File: config.mk
export PLATFORM = sky130hd
export DESIGN_NAME = cvt_int_seq
export DESIGN_NICKNAME = d
export VERILOG_FILES = /design/src/rtl/cvt_int_seq.sv
export SDC_FILE = /design/constraint.sdc
export NUM_CORES = 1
export LEC_CHECK = 0
export BUFFER_PORTS_ARGS = -buffer_cell sky130_fd_sc_hd__buf_4
export CORE_AREA = 3 3 156 158
export CTS_CLUSTER_DIAMETER = 50
export DETAILED_ROUTE_END_ITERATION = 10
export DIE_AREA = 0 0 159 161
export PLACE_DENSITY_LB_ADDON = 0.1
export SETUP_SLACK_MARGIN = 0.5
export SYNTH_ARGS = -nofsm -noshare
export SYNTH_HDL_FRONTEND = slang
export SYNTH_SLANG_ARGS = --single-unit
export TNS_END_PERCENT = 1
File: constraint.sdc
create_clock -name clk -period 5.3 [get_ports clk]
set_input_delay 0.265 -clock clk [delete_from_list [all_inputs] [get_ports clk]]
set_output_delay 0.265 -clock clk [all_outputs]
set_load 0.03 [all_outputs]
File: src/rtl/cvt_int_seq.sv
// Final float-to-integer step: rounds, negates and saturates the normalized magnitude
// using one 32-bit adder slice over one (32-bit target) or two (64-bit target) passes.
module cvt_int_seq #(
   parameter int XLEN = 64
) (
   input  logic            clk,
   input  logic            reset,
   input  logic            InValid,
   output logic            InReady,
   input  logic            Signed,
   input  logic            Int64,
   input  logic            Plus1,
   input  logic            Xs,
   input  logic            NaN,
   input  logic            MagOvf,
   input  logic [XLEN-1:0] Mag,
   input  logic            Flush,
   output logic            OutValid,
   input  logic            OutReady,
   output logic [XLEN-1:0] Res,
   output logic            NV
);

   typedef enum logic [1:0] {IDLE, LO, HI, DONE} state_t;

   state_t state, state_next;

   logic            signed_q, w64_q, plus1_q, xs_q, nan_q, magovf_q;
   logic [63:0]     mag_q;
   logic [31:0]     sum_lo_q;
   logic            carry_q;
   logic [XLEN-1:0] res_q;
   logic            nv_q;

   logic            accept, finish;
   logic [31:0]     add_a;
   logic            add_cin;
   logic [32:0]     add_out;
   logic [63:0]     sum_w, sat_max, sat_min, res_next;
   logic            big, in_range, nv_next;

   assign accept   = (state == IDLE) && InValid && !Flush;
   assign finish   = ((state == LO && !w64_q) || state == HI) && !Flush;
   assign InReady  = (state == IDLE);
   assign OutValid = (state == DONE);
   assign Res      = res_q;
   assign NV       = nv_q;

   always_ff @(posedge clk or posedge reset) begin
      if (reset) begin
         state <= IDLE;
      end else begin
         state <= state_next;
      end
   end

   always_comb begin
      state_next = state;
      case (state)
         IDLE:    if (InValid) state_next = LO;
         LO:      state_next = w64_q ? HI : DONE;
         HI:      state_next = DONE;
         DONE:    if (OutReady) state_next = IDLE;
         default: state_next = IDLE;
      endcase
      if (Flush) state_next = IDLE;
   end

   // Shared slice: low half in LO with the rounding carry-in, high half in HI with the stored carry.
   always_comb begin
      add_a   = mag_q[31:0] ^ {32{xs_q}};
      add_cin = plus1_q ^ xs_q;
      if (state == HI) begin
         add_a   = mag_q[63:32] ^ {32{xs_q}};
         add_cin = carry_q;
      end
      add_out = {1'b0, add_a} + {32'b0, add_cin};
   end

   // For Xs=1 the carry-out is set only when the rounded magnitude is zero.
   always_comb begin
      sum_w = {add_out[31:0], sum_lo_q};
      big   = magovf_q;
      if (!w64_q) begin
         sum_w = {{32{add_out[31]}}, add_out[31:0]};
         big   = magovf_q || (|mag_q[63:32]);
      end

      if (xs_q) begin
         in_range = !big && (add_out[32] || (signed_q && add_out[31]));
      end else begin
         in_range = !big && !add_out[32] && !(signed_q && add_out[31]);
      end

      if (w64_q) begin
         sat_max = signed_q ? 64'h7FFF_FFFF_FFFF_FFFF : 64'hFFFF_FFFF_FFFF_FFFF;
         sat_min = signed_q ? 64'h8000_0000_0000_0000 : 64'h0;
      end else begin
         sat_max = signed_q ? 64'h0000_0000_7FFF_FFFF : 64'hFFFF_FFFF_FFFF_FFFF;
         sat_min = signed_q ? 64'hFFFF_FFFF_8000_0000 : 64'h0;
      end

      res_next = sat_max;
      nv_next  = 1'b1;
      if (!nan_q) begin
         if (in_range) begin
            res_next = sum_w;
            nv_next  = 1'b0;
         end else if (xs_q) begin
            res_next = sat_min;
         end
      end
   end

   always_ff @(posedge clk or posedge reset) begin
      if (reset) begin
         signed_q <= 1'b0;
         w64_q    <= 1'b0;
         plus1_q  <= 1'b0;
         xs_q     <= 1'b0;
         nan_q    <= 1'b0;
         magovf_q <= 1'b0;
         mag_q    <= '0;
         sum_lo_q <= '0;
         carry_q  <= 1'b0;
         res_q    <= '0;
         nv_q     <= 1'b0;
      end else begin
         if (accept) begin
            signed_q <= Signed;
            w64_q    <= (XLEN == 64) && Int64;
            plus1_q  <= Plus1;
            xs_q     <= Xs;
            nan_q    <= NaN;
            magovf_q <= MagOvf;
            mag_q    <= 64'(Mag);
         end
         if (state == LO && !Flush) begin
            sum_lo_q <= add_out[31:0];
            carry_q  <= add_out[32];
         end
         if (finish) begin
            res_q <= res_next[XLEN-1:0];
            nv_q  <= nv_next;
         end
      end
   end

endmodule

==> flow_metrics.env, run 1 <==
export IMPL_drtPass1Iterations=7
export IMPL_routed_wl_um=23500
export IMPL_irDropWorstVdd_uv=247
export IMPL_path_clk_slew_ps=70
export IMPL_fin_cells=1318
export IMPL_die_y_um=161
export IMPL_netSwitchingFraction=0.460
export IMPL_area_growth_pct=21.7
export IMPL_worstMarginPinSlew_ps=1000
export IMPL_syn_area_um2=9170
export IMPL_vias_per_cell=5.09
export IMPL_worst_ep_required_time_ps=5650
export IMPL_seqPwrFrac=0.305
export IMPL_routabilityCongestion=0.810
export IMPL_fin_hold_ws_ps=51.5
export IMPL_setup_violations=0
export IMPL_cts_tree="yes"
export IMPL_fmax_mhz=232
export IMPL_grt_start_max_net_pins=171
export IMPL_fin_ws_ps=985
export IMPL_arrival_ps=4670
export IMPL_yosysTopAreaCell="dfrtp_1"
export IMPL_dieArea_um2=25600
export IMPL_skew_ps=11.7
export IMPL_ys_types=64
export IMPL_worstPathMaxFanout=22
export IMPL_start_util=0.394
export IMPL_yosysWarningCount=0
export IMPL_maxCapViolations=0
export IMPL_ios=142
export IMPL_powerDensity_nw_per_um2=745
export IMPL_antenna_found_initial=0
export IMPL_drtAntennaViolNets=0
export IMPL_drt_wirelength_per_cell_um=17.9
export IMPL_syn_inst=872
export IMPL_nets=1067
export IMPL_globalRouteOverflowTotal=0
export IMPL_period_minus_slack_ps=4310
export IMPL_core_area_um2=23300
export IMPL_syn_nets=953
export IMPL_dp_cells=1284
export IMPL_clock_sinks=170
export IMPL_final_cell_mix="169 x dfrtp_1, 153 x buf_4, 98 x nand2_1"
export IMPL_tns_ps=0
export IMPL_p_sw_mw=3.82
export IMPL_rsz0062_at_grt="false"
export IMPL_p_int_mw=4.48
export IMPL_ys_ff_latch=170
export IMPL_drive_gt1_frac=0.324
export IMPL_hpwlAfterDp_um=16600
export IMPL_vias=6714
export IMPL_grt_pass1_vias=6602
export IMPL_final_common_cell="dfrtp_1"
export IMPL_worstSetupPathType="reg -> reg"
export IMPL_core_rowCount=56
export IMPL_avgSynthCellArea_um2=10.5
export IMPL_final_hold_viol_count=0
export IMPL_ys_async_sr_fraction=1.00
export IMPL_pwr_share_comb=0.539
export IMPL_synth_area_top_cells="dfrtp_1 46%, mux2_2 8.8%, xnor2_1 4.8%"
export IMPL_drt_iter0_drc=530
export IMPL_synth_edf_count=0
export IMPL_synth_top_area_frac=0.464
export IMPL_relSlewSlack=0.333
export IMPL_leakage_nw=4.51
export IMPL_cts_buffer_depth=2
export IMPL_num_antenna_cells=0
export IMPL_pre_cts_ws_ps=624
export IMPL_cts_made_buffers=17
export IMPL_synth_flop_cell="dfrtp_1"
export IMPL_grt_first_pass_wirelength_um=38000
export IMPL_fin_crit_sh=0.814
export IMPL_htree_levels=4
export IMPL_die_width_um=159
export IMPL_portBuffers=141
export IMPL_outcome="completed"
export IMPL_start_kind="flip-flop"
export IMPL_clk_latency_ps=430
export IMPL_seq_area_frac_synth=0.464
export IMPL_hold_path_class="in -> reg"
export IMPL_cts_root_buf="clkbuf_16"
export IMPL_slew_viol_final=0
export IMPL_drc_errors=0
export IMPL_pwr_share_clk=0.156
export IMPL_critPathCaptureType="flip-flop"
export IMPL_grt_use_total=0.186
export IMPL_hold_buffers=0
cells in the mapped netlist (4+ instances only):
cell / count
mux4_2: 8
nand2_1: 98
ha_1: 6
a21oi_1: 34
nor2_1: 88
nor2b_1: 6
xor2_1: 10
o21ai_0: 55
nand3b_1: 4
mux2i_1: 35
or2_1: 9
dfrtp_1: 170
clkbuf_1: 37
or2_2: 8
and3_1: 7
buf_4: 6
buf_2: 11
and3b_1: 4
a211oi_2: 29
a221oi_1: 5
buf_1: 6
mux2_2: 72
a31oi_1: 4
inv_1: 8
nand2b_1: 6
xnor2_1: 50
a211oi_1: 8
nand3_1: 6
buf_6: 4
a221o_1: 7
nand4_1: 8
o211ai_1: 13
nor4_1: 9
final timing paths:
check / slack, ps / endpoint / from / depth (start not counted)
worst max-delay path: 990 / Res[14]$_DFFE_PP0P_ / state[0]$_DFFE_PP0P_ / 13
worst min-delay path: 50 / state[1]$_DFFE_PP0P_ / Flush / 2
worst max register to register: 990 / Res[14]$_DFFE_PP0P_ / state[0]$_DFFE_PP0P_ / 13
worst min register to register: 480 / sum_lo_q[9]$_DFFE_PP0P_ / sum_lo_q[9]$_DFFE_PP0P_ / 2
max in group asynchronous: 4430 / xs_q$_DFFE_PP0P_ / reset / 3
min in group asynchronous: 70 / Res[23]$_DFFE_PP0P_ / reset / 3
metrics by stage:
stage,power [mW],area [um2],utilization
2_1_floorplan,5.68,9170,-
3_3_place_gp,7.00,10500,0.452
3_5_place_dp,7.07,10500,0.452
4_1_cts,8.38,11100,0.478
5_1_grt,8.93,11100,0.479
6_report,8.30,11100,0.479
critical path, stage by stage (launching register included):
cell	delay, ps
dfrtp_1	400
inv_1	110
ha_2	340
buf_4	370
mux2i_1	340
xnor2_1	220
a2111oi_4	400
and4_1	430
nand2_4	110
or4b_4	510
a31oi_4	410
buf_4	300
o2111ai_1	140
a21oi_1	160
repair_timing:
action                     4_1_cts  5_1_grt
setup endpoints to repair        0       21
resized for setup                0        1
buffers inserted                 0        2
power by group through the flow:
stage               sequential (mW)  clock [mW]  combinational, mW
CTS                            2.54        1.33               4.51
global placement               2.56           0               4.44
finish                         2.53        1.30               4.48
global route                   2.63        1.38               4.91
detailed placement             2.57           0               4.50
floorplan                      2.73           0               2.95
cell families (layout without fill, tap and decap cells):
group,after synthesis,in the layout,synth area share
AND/OR/NAND/NOR,276,276,0.145
XOR/XNOR,60,60,0.0573
adder cells (fa/ha/maj),6,6,0.00819
multiplexers,115,115,0.146
buffers and inverters,73,200,0.0371
flip-flops,170,170,0.464
AO/OA/AOI/OAI,172,172,0.142
state kept, by name, indices dropped and copies added, names as in the netlist:
register  flops
nan_q         1
magovf_q      1
plus1_q       1
state         2
signed_q      1
w64_q         1
carry_q       1
mag_q        64
xs_q          1
Res          64
sum_lo_q     32
NV            1
routing by layer:
layer | GRT usage | wire [um] | vias up
li1 | - | - | 3306
met4 | 0.0382 | 208 | 0
met1 | 0.288 | 12200 | 3236
met5 | 0 | 0 | -
met2 | 0.269 | 10100 | 158
met3 | 0.0385 | 1010 | 14
area by class of cell:
cell class / instances / area [um2]
repair buffers: 159 / 1260
clock buffers: 17 / 425
inverters: 9 / 37.5
fillers: 2221 / 12100
well taps: 319 / 399
flip-flops and latches: 170 / 4260
clock inverters: 15 / 176
multi-input cells: 629 / 4600
Power figures use the tool's default switching activity.
==> inputs of run 2 (changes only) <==
--- a/config.mk
+++ b/config.mk
@@ -5,11 +5,12 @@
 export SDC_FILE = /design/constraint.sdc
 export NUM_CORES = 1
 export LEC_CHECK = 0
+export ABC_AREA = 1
 export BUFFER_PORTS_ARGS = -buffer_cell sky130_fd_sc_hd__buf_4
-export CORE_AREA = 3 3 156 158
+export CORE_AREA = 3 3 162 164
 export CTS_CLUSTER_DIAMETER = 50
 export DETAILED_ROUTE_END_ITERATION = 10
-export DIE_AREA = 0 0 159 161
+export DIE_AREA = 0 0 165 167
 export PLACE_DENSITY_LB_ADDON = 0.1
 export SETUP_SLACK_MARGIN = 0.5
 export SYNTH_ARGS = -nofsm -noshare
==> constraint.sdc (replaced) <==
create_clock -name clk -period 3.45 [get_ports clk]
set_input_delay 0.1725 -clock clk [delete_from_list [all_inputs] [get_ports clk]]
set_output_delay 0.1725 -clock clk [all_outputs]
set_load 0.03 [all_outputs]
==> run 2 against run 1 <==
  * Worst hold slack got worse by 43 ps
  * Total power increased by 76%
  * Critical endpoint is now Res[45]$_DFFE_PP0P_
  * Largest power group unchanged
  * Final cell count up 38%
  * Sequential share of layout area down 5.8 points
  * Non-clock buffer count is 112 higher
  * Clock power rose by 50%
  * Die area grew 7.6%
==> flow_metrics.env, run 2 <==
export IMPL_critPathBufInv=4
export IMPL_drtAntennaViolNets=0
export IMPL_core_rowCount=58
export IMPL_grt_first_pass_wirelength_um=46100
export IMPL_period_minus_slack_ps=2960
export IMPL_final_common_cell="nand2_1"
export IMPL_setup_violations=0
export IMPL_syn_area_um2=9890
export IMPL_worstSetupPathType="reg -> reg"
export IMPL_synth_edf_count=0
export IMPL_leakage_nw=6.10
export IMPL_cts_made_buffers=17
export IMPL_worstMarginPinSlew_ps=726
export IMPL_critPathCaptureType="flip-flop"
export IMPL_cts_root_buf="clkbuf_16"
export IMPL_hpwlAfterDp_um=19900
export IMPL_clk_latency_ps=440
export IMPL_start_util=0.395
export IMPL_drc_errors=0
export IMPL_pre_cts_ws_ps=73.7
export IMPL_arrival_ps=3300
export IMPL_cp_top_family="simple AND/OR/NAND/NOR gates"
export IMPL_antenna_found_initial=0
export IMPL_synth_common_cells="383 x nand2_1, 170 x dfrtp_1, 109 x nor2_1"
export IMPL_rsz0062_at_grt="true"
export IMPL_relSlewSlack=0.516
export IMPL_globalRouteOverflowTotal=0
export IMPL_num_antenna_cells=0
export IMPL_placed_area_um2=11200
export IMPL_ys_async_sr_fraction=1.00
export IMPL_outcome="completed"
export IMPL_slowest_stage="dfrtp_1"
export IMPL_start_kind="flip-flop"
export IMPL_drtPass1Iterations=7
export IMPL_worstPathMaxFanout=8
export IMPL_drt_wirelength_per_cell_um=15.8
export IMPL_avgSynthCellArea_um2=7.85
export IMPL_core_area_um2=25000
export IMPL_clock_sinks=170
export IMPL_synth_top_family_by_area="simple AND/OR/NAND/NOR gates"
export IMPL_powerDensity_nw_per_um2=1110
export IMPL_cts_buffer_depth=2
export IMPL_tns_ps=0
export IMPL_fin_ws_ps=489
export IMPL_die_y_um=167
export IMPL_ys_types=41
export IMPL_yosysWarningCount=0
export IMPL_synth_flop_cell="dfrtp_1"
export IMPL_routed_wl_um=28800
export IMPL_yosysMostFrequentCell="nand2_1"
export IMPL_grt_pass1_vias=8617
export IMPL_area_growth_pct=33.0
export IMPL_grt_use_total=0.211
export IMPL_max_stage_delay_ps=390
export IMPL_ios=142
export IMPL_synth_simple_area_share=0.326
export IMPL_fmax_mhz=338
export IMPL_fin_crit_sh=0.858
export IMPL_design_area_um2=13100
export IMPL_fin_hold_ws_ps=8.28
export IMPL_irDropWorstVdd_uv=410
export IMPL_routabilityCongestion=0.953
export IMPL_syn_nets=1341
export IMPL_fin_util=0.525
export IMPL_nets=1563
export IMPL_dp_cells=1687
export IMPL_finalPower_mw=14.6
export IMPL_ys_ff_latch=170
export IMPL_maxCapViolations=0
export IMPL_yosysTopAreaCell="dfrtp_1"
export IMPL_hold_path_class="in -> reg"
export IMPL_synth_top_area_frac=0.430
export IMPL_path_clk_slew_ps=70
export IMPL_seq_area_frac_synth=0.430
export IMPL_synth_xor_area_frac=0.0213
export IMPL_worst_ep_required_time_ps=3780
export IMPL_drt_iter0_drc=606
export IMPL_die_width_um=165
export IMPL_skew_ps=9.08
export IMPL_cts_tree="yes"
export IMPL_final_cell_mix="346 x nand2_1, 190 x buf_4, 170 x dfrtp_1"
export IMPL_htree_levels=4
export IMPL_syn_inst=1260
export IMPL_synth_area_top_cells="dfrtp_1 43%, nand2_1 15%, mux2_2 5.2%"
export IMPL_synth_fa_ha_area_frac=0.00759
export IMPL_vias_per_cell=4.92
export IMPL_synth_compound_area_frac=0.0786
export IMPL_vias=8973
export IMPL_fillers=2445
export IMPL_fin_cells=1824
export IMPL_grt_start_max_net_pins=133
export IMPL_drive_gt1_frac=0.301
export IMPL_crit_chain="inv_2 > ha_4 > buf_6 > clkbuf_16 > nand2_1 > nand2_1 > nand2_1 > nand2_2 > nand2_2 > nor2_2 > nand2_2 > nor2_4 > nand2_1 > nand2_2 > nand3_2 > nand2_2 > nand2_4 > nand2_8 > nand3_4 > nand2_8 > nand3_2 > nand2_1 > inv_1"
export IMPL_final_hold_viol_count=0
export IMPL_dieArea_um2=27600
export IMPL_portBuffers=141
export IMPL_muxShareOfSynthArea=0.0524
export IMPL_slew_viol_final=0
-- run 2: changes by cell type in the layout (fill, tap and decap cells not counted), moves of 35 or more --
cell           before  now
inv_1               7   93
mux2i_1            35    0
buf_4             153  190
nand3_1             6   46
dlygate4sd3_1       0   69
nand2_2             0   51
xnor2_1            50    8
nand2_1            98  346
-- run 2: worst paths after layout --
| check | start | slack [ps] | to | depth (start not counted) |
|---|---|---|---|---|
| max in group asynchronous | reset | 2390 | mag_q[63]$_DFFE_PP0P_ | 4 |
| worst min-delay path | Mag[57] | 8 | mag_q[57]$_DFFE_PP0P_ | 3 |
| worst max register to register | state[0]$_DFFE_PP0P_ | 490 | Res[45]$_DFFE_PP0P_ | 23 |
| min in group asynchronous | reset | 460 | Res[11]$_DFFE_PP0P_ | 4 |
| worst min register to register | sum_lo_q[12]$_DFFE_PP0P_ | 490 | sum_lo_q[12]$_DFFE_PP0P_ | 2 |
| worst max-delay path | state[0]$_DFFE_PP0P_ | 490 | Res[45]$_DFFE_PP0P_ | 23 |
-- run 2: final cells by class --
class	count	area, um2	area share
multi-input combinational	920	5140	0.391
sequential	170	4250	0.324
timing repair buffer	271	2340	0.178
clock buffer	21	480	0.0365
tap	330	413	0.0314
inverter	100	390	0.0297
clock inverter	10	108	0.00818
timing repair inverter	2	15.0	0.00114
-- run 2: timing repair --
action | in CTS | in global routing
cloned | 7 | 1
setup endpoints to repair | 69 | 65
hold endpoints to repair | 106 | 0
hold buffers | 69 | 0
buffers inserted | 12 | 17
pin swaps | 14 | 41
gates resized for setup | 42 | 43
-- run 2: worst min-delay path, cell delays in order --
cell	delay (ps)
buf_4	80
nor2_1	40
a21oi_1	110
-- run 2: kinds of logic (layout without fill, tap and decap cells) --
logic type	Yosys count	in the layout
xor+xnor	24	24
compound gates	153	153
buf+inv	173	404
mux	46	46
fa+ha+maj	6	6
flops	170	170
simple gates	688	691
-- run 2: where the power goes --
part | switching [mW] | total, mW | internal (mW)
Combinational | 5.88 | 9.10 | 3.23
Sequential | 0.606 | 3.54 | 2.94
Clock | 0.868 | 1.95 | 1.08
Total | 7.35 | 14.6 | 7.24
-- run 2: per-layer routing --
metal / track usage / vias to the layer above / wire length, um
li1: - / 4479 / -
met1: 0.295 / 4272 / 13100
met2: 0.345 / 192 / 14300
met3: 0.0251 / 30 / 972
met4: 0.0624 / 0 / 527
met5: 0 / - / 0
